$ cat src/rtl/acondicionador_botones.sv
// Button conditioner for the tic-tac-toe controller.
// Five raw pushbuttons are polarity-corrected, synchronised and debounced,
// and each accepted press becomes one pending request. A registered priority
// arbiter serves at most one request per clock as a one-cycle pulse.
module acondicionador_botones #(
  parameter int DB_CYCLES   = 500000,
  parameter int CNT_W       = 19,
  parameter bit ACTIVO_ALTO = 1'b1
) (
  input  logic       clk,
  input  logic       reset_all_n,
  input  logic [4:0] btn_raw,
  input  logic       habilita,
  output logic       boton_elige_reg,
  output logic       boton_arriba_reg,
  output logic       boton_abajo_reg,
  output logic       boton_izq_reg,
  output logic       boton_der_reg,
  output logic [4:0] boton_nivel
);

  // Count value at which a disagreeing synchronised level is accepted.
  localparam logic [CNT_W-1:0] CNT_MAX = CNT_W'(DB_CYCLES - 1);

  logic [4:0] w_pol;
  logic [4:0] r_s1;
  logic [4:0] r_s2;
  logic [4:0] w_db;
  logic [4:0] w_rise;
  logic [4:0] w_grant;
  logic [4:0] r_pend;
  logic [4:0] r_pulse;

  // After this point 1 always means "pressed", whatever the board wiring.
  assign w_pol = ACTIVO_ALTO ? btn_raw : ~btn_raw;

  // Two-flop synchroniser; resets to the released level.
  always_ff @(posedge clk or negedge reset_all_n) begin
    if (!reset_all_n) begin
      r_s1 <= '0;
      r_s2 <= '0;
    end else begin
      r_s1 <= w_pol;
      r_s2 <= r_s1;
    end
  end

  genvar gi;
  generate
    for (gi = 0; gi < 5; gi++) begin : g_db
      logic [CNT_W-1:0] r_cnt;
      logic             r_db;

      // Debounce: count consecutive disagreeing cycles; any bounce back restarts at 0.
      always_ff @(posedge clk or negedge reset_all_n) begin
        if (!reset_all_n) begin
          r_cnt <= '0;
          r_db  <= 1'b0;
        end else if (r_s2[gi] == r_db) begin
          r_cnt <= '0;
        end else if (r_cnt == CNT_MAX) begin
          r_db  <= r_s2[gi];
          r_cnt <= '0;
        end else begin
          r_cnt <= r_cnt + CNT_W'(1);
        end
      end

      assign w_db[gi]   = r_db;
      // Press event: the debounced level is about to rise on this edge.
      assign w_rise[gi] = r_s2[gi] && !r_db && (r_cnt == CNT_MAX);
    end
  endgenerate

  // Fixed priority: bit 4 (elige) highest down to bit 0 (der).
  always_comb begin
    logic w_found;
    w_found = 1'b0;
    w_grant = '0;
    for (int j = 4; j >= 0; j--) begin
      if (r_pend[j] && !w_found) begin
        w_grant[j] = 1'b1;
        w_found    = 1'b1;
      end
    end
  end

  // Pending requests and registered pulses; habilita low flushes both.
  always_ff @(posedge clk or negedge reset_all_n) begin
    if (!reset_all_n) begin
      r_pend  <= '0;
      r_pulse <= '0;
    end else if (!habilita) begin
      r_pend  <= '0;
      r_pulse <= '0;
    end else begin
      r_pend  <= (r_pend & ~w_grant) | w_rise;
      r_pulse <= w_grant;
    end
  end

  assign boton_elige_reg  = r_pulse[4];
  assign boton_arriba_reg = r_pulse[3];
  assign boton_abajo_reg  = r_pulse[2];
  assign boton_izq_reg    = r_pulse[1];
  assign boton_der_reg    = r_pulse[0];
  assign boton_nivel      = w_db;

endmodule

$ cat config.mk
export PLATFORM = sky130hd
export DESIGN_NAME = acondicionador_botones
export DESIGN_NICKNAME = d
export VERILOG_FILES = /design/src/rtl/acondicionador_botones.sv
export SDC_FILE = /design/constraint.sdc
export NUM_CORES = 1
export LEC_CHECK = 0
export BUFFER_PORTS_ARGS = -buffer_cell sky130_fd_sc_hd__buf_4
export CAP_MARGIN = 25
export CORE_ASPECT_RATIO = 0.5
export CORE_MARGIN = 2
export CORE_UTILIZATION = 56
export DETAILED_ROUTE_END_ITERATION = 10
export PLACE_DENSITY = 0.76
export REMOVE_ABC_BUFFERS = 1
export SKIP_CTS_REPAIR_TIMING = 1
export SYNTH_ARGS = -nofsm -noshare
export SYNTH_HDL_FRONTEND = slang
export SYNTH_SLANG_ARGS = --single-unit
$ cat constraint.sdc
create_clock -name clk -period 2.1 [get_ports clk]
set_input_delay 0 -clock clk [delete_from_list [all_inputs] [get_ports clk]]
set_output_delay 0 -clock clk [all_outputs]
set_load 0.02 [all_outputs]
---- Word level (Yosys, flattened, before mapping) ----
Cells that the tools add are included.
word-level totals
  bits in registers ....................... 120
  input port bits ......................... 8
  output and inout port bits .............. 10
  logic and storage cells ................. 85
operators by class
  $add $sub $neg .......................... 5
  eq/ne operators ......................... 10
  mux-type cells .......................... 20
  bitwise logic cells ..................... 8
  reduce and logical (&&, ||, !) cells .... 28
operators with widths
  kind                     count
  $mux W19                 10
  $add A19 B1 Y19 const B  5
  $eq A19 B19 Y1 const B   5
  $logic_and A1 B1 Y1      14
  $mux W5                  2
  $reduce_and A2 Y1        5
  $logic_not A1 Y1         9
  $mux W1                  8
  $and A5 B5 Y5            1
  $eq A1 B1 Y1             5
  $not A1 Y1               5
  $not A5 Y5               1
  $or A5 B5 Y5             1

---- Longest topological paths before layout ----
  depth after elaboration ................. 17
  gate-level depth with buffers ........... 7
  gate-level depth less buffers ........... 5

---- Worst setup path before layout ----
Ideal clock, no wire load.
  path type ............................... register -> register
  start point ............................. reg g_db[1].r_cnt[7]
  end point ............................... reg g_db[1].r_db
  setup time .............................. 0.128 ns
  data arrival time ....................... 1.953 ns
  data required time ...................... 1.972 ns
  setup slack ............................. 0.019 ns
  stages on the path, launching flop included .. 5
  path buffers ............................ 0
  clock period less this slack ............ 2.081 ns
  path through ............................ dfrtp_1 > or4b_1 > or4_4 > nor3_2 > mux2_1
on the way
  cells in the longest elaborated chain, start to end .. 2
RTL lines
  element                      line  source
  start, declared              51    logic [CNT_W-1:0] r_cnt;
  start signal, assigned       65    r_cnt <= r_cnt + CNT_W'(1);
  $eq A19 B19 Y1               61    end else if (r_cnt == CNT_MAX) begin
  $reduce_and A2 Y1 (no line)  n/a
  end signal, assigned         62    r_db <= r_s2[gi];
  end, declared                52    logic r_db;
Every way passes these cells.
A chain may end at the register's enable or synchronous reset.

---- Worst setup path in the final report ----
  start point ............................. reg g_db[4].r_cnt[14]
  end point ............................... reg g_db[4].r_db
on the way
  cells in the longest elaborated chain, start to end .. 2
RTL lines
  element                      line
  start, declared              51
  start signal, assigned       65
  $eq A19 B19 Y1               61
  $reduce_and A2 Y1 (no line)  n/a
  end signal, assigned         62
  end, declared                52
Every way passes these cells.

==> summary.md <==
| Metric | Value |
|---|---|
| Clock sinks | 120 |
| Power per cell area | 777 nW/um^2 |
| Clock Skew | 7.33 ps |
| Cell taking the most area after synthesis | dfrtp_1 |
| Synth async-reset ratio | 100% |
| Synth Register Bits | 120 |
| Num rows | 26 |
| Worst Path Arrival | 2380 ps |
| Via density per instance | 5.68 |
| Post-route clock period utilization | 99.2% |
| Layout cell share with drive strength beyond 1 | 16.7% |
| GRT Overall Usage | 22.1% |
| DP HPWL | 7530 um |
| Core area | 10100 sq um |
| Most common cell in the netlist | dfrtp_1 |
| Initial core utilization | 57.0% |
| CTS buffer count | 17 |
| Dpl cell area | 6200 sq um |
| Mean Syn Cell Area | 10.2 sq um |
| Layout area overhead | 19.7% |
| Die Area | 11100 sq um |
| Hold Vio Cnt, Final | 0 |
| N_diodes | 0 |
| Critical path class | reg -> reg |
| Vias | 4397 |
| Total Wirelength | 11600 um |
| VDD IR max | 0.496 mV |
| Vias in the first global route | 4099 |
| First-pass GRT wire length | 18900 um |
| First-pass DRT Iterations | 5 |
| Worst hold path class | in -> async |
| Worst Path Required | 2400 ps |
| Status | complete, no violations |
| Power Internal | 0.00421 W |
| Switching share of power | 21.4% |
| Crit-path max FO | 3 |
| Longest Clk Path Bufs | 2 |
| Synth cell count leaders | 120 x dfrtp_1, 88 x nor2_1, 37 x xnor2_1 |
| Sw Pwr | 0.00115 W |
| Hold WS | 106 ps |
| Clock slew at reported path FFs | 60 ps |
| Gr ovfl total | 0 |
| Worst slew margin | 61.7% |
| Leakage | 2.92 nW |
| Clock latency on the worst-skew pair | 410 ps |
| Max Slew Vio Count | 0 |
| # setup viols final | 0 |
| Avg WL per Cell | 15.0 um |
| # port buffers | 17 |
| Netlist Area Pre-Place | 5750 sq um |
| Worst Max-Slew Pin Slew | 570 ps |
| Clock Power Share | 52.2% |
| Cells after Synth | 564 |
| Root Buffer | clkbuf_16 |
| Largest net degree at the start of global routing | 56 |
| Placer congestion estimate | 0.829 |
| Primary FF master, synth | dfrtp_1 |
| Die Y | 75.7 um |
| Warnings from Yosys | 0 |
| Max Freq | 480 MHz |
| Area share of the largest cell type after synthesis | 52.2% |
| Post-route setup TNS | 0 ps |
| Max cap viols | 0 |
| Count of different cell masters after synthesis | 50 |
| EDFF count, synth | 0 |
| RSZ-0062 raised after global routing | true |
| Final core occ | 68.3% |
| Comb pwr share | 3.4% |
| Initial antenna violation count | 0 |
| Seq/Total Area, Yosys | 52.2% |
| DRC viols | 0 |
| Fin nets | 641 |
| H-Tree Depth | 4 |
| Flop pwr share | 44.5% |
| Critical Path Start Type | flip-flop |
| Top cells by area, synth | dfrtp_1 52%, nor2_1 5.7%, xnor2_1 5.6%, xor2_1 4.7%, nand4_1 3.3% |
| I/O pin total | 18 |
| CTS tree | done |
| Initial DRC count | 246 |
| Horiz. Die Dim | 147 um |
| Flop2flop setup slack | 20 ps |
| Tmin final | 2080 ps |
| Design area | 6890 sq um |
| CP Capture Type | flip-flop |
| ANT nets after route | 0 |
## cell type report
| type | count | area, sq um |
|---|---|---|
| Clock inverter | 8 | 98.8 |
| Clock buffer | 22 | 464 |
| Multi-Input combinational cell | 407 | 2590 |
| Timing Repair Buffer | 58 | 482 |
| Sequential cell | 120 | 3000 |
| Tap cell | 140 | 175 |
| Inverter | 19 | 71.3 |
| Fill cell | 761 | 3200 |
## final timing paths
path	endpoint	startpoint	cells after the start
hold / removal	g_db[0].r_cnt[10]$_DFF_PN0_	reset_all_n	2
hold reg to reg	r_s2[4]$_DFF_PN0_	r_s1[4]$_DFF_PN0_	0
setup / recovery	g_db[4].r_db$_DFFE_PN0P_	g_db[4].r_cnt[14]$_DFF_PN0_	4
setup reg to reg	g_db[4].r_db$_DFFE_PN0P_	g_db[4].r_cnt[14]$_DFF_PN0_	4
min in group clk	r_s1[4]$_DFF_PN0_	btn_raw[4]	2
max in group asynchronous	g_db[4].r_cnt[11]$_DFF_PN0_	reset_all_n	3
## metal layers
layer  up-vias  GRT usage, %  part of all wire, %
li1       2099             -                    -
met1      2170          27.8                   46
met3        19          7.07                  4.7
met5         -             0                    0
met4         0          8.55                  1.6
met2       109          36.8                   48
## layout by cell type, fill, tap and decap left out, drive strengths merged, types with 10 or more instances in the layout
| master | netlist | layout |
|---|---|---|
| xor2 | 31 | 31 |
| nor2 | 88 | 88 |
| o21ai | 14 | 14 |
| and4 | 11 | 11 |
| buf | 10 | 51 |
| or4 | 11 | 11 |
| nor3 | 19 | 19 |
| dfrtp | 120 | 120 |
| nor4 | 15 | 15 |
| or3 | 14 | 14 |
| nand4 | 32 | 32 |
| clkbuf | 8 | 22 |
| a21oi | 17 | 17 |
| inv | 19 | 19 |
| nand3 | 28 | 28 |
| ha | 10 | 10 |
| nand2 | 35 | 35 |
| xnor2 | 37 | 37 |
## power groups by stage
stage               clock (W)  combinational, W  sequential [W]
floorplan                   0         0.0000727         0.00241
global placement            0          0.000165         0.00242
CTS                   0.00284          0.000171         0.00238
global route          0.00294          0.000208         0.00238
finish                0.00279          0.000180         0.00238
detailed placement          0          0.000170         0.00242
## cells by family (layout without fill, tap and decap cells)
| family | count (synthesis) | after routing | share of synthesized area [%] |
|---|---|---|---|
| compound gates | 49 | 49 | 5.57 |
| xor+xnor | 68 | 68 | 10.4 |
| fa+ha+maj | 10 | 10 | 2.17 |
| buf+inv | 37 | 107 | 3.13 |
| flops | 120 | 120 | 52.2 |
| mux | 3 | 3 | 0.587 |
| simple gates | 277 | 277 | 26.0 |
## through the flow
step	instances	worst slack, ps	total power (W)
5_1_grt	774	-53.6	0.00553
3_5_place_dp	733	-16.3	0.00259
4_1_cts	763	-49.8	0.00539
2_1_floorplan	546	19.2	0.00248
3_3_place_gp	733	33.7	0.00258
6_report	774	17.6	0.00535
## sequential cells by signal (all words and copies together), names as in the netlist
register	cells
g_db.r_db	5
r_s2	5
r_s1	5
r_pulse	5
g_db.r_cnt	95
r_pend	5
## critical path: stages (launching register included)
cell and delay [ps]:
dfrtp_1 370, or4b_1 520, or4_4 570, nor3_2 150, mux2_2 350
(Power assumes the default switching activity.)
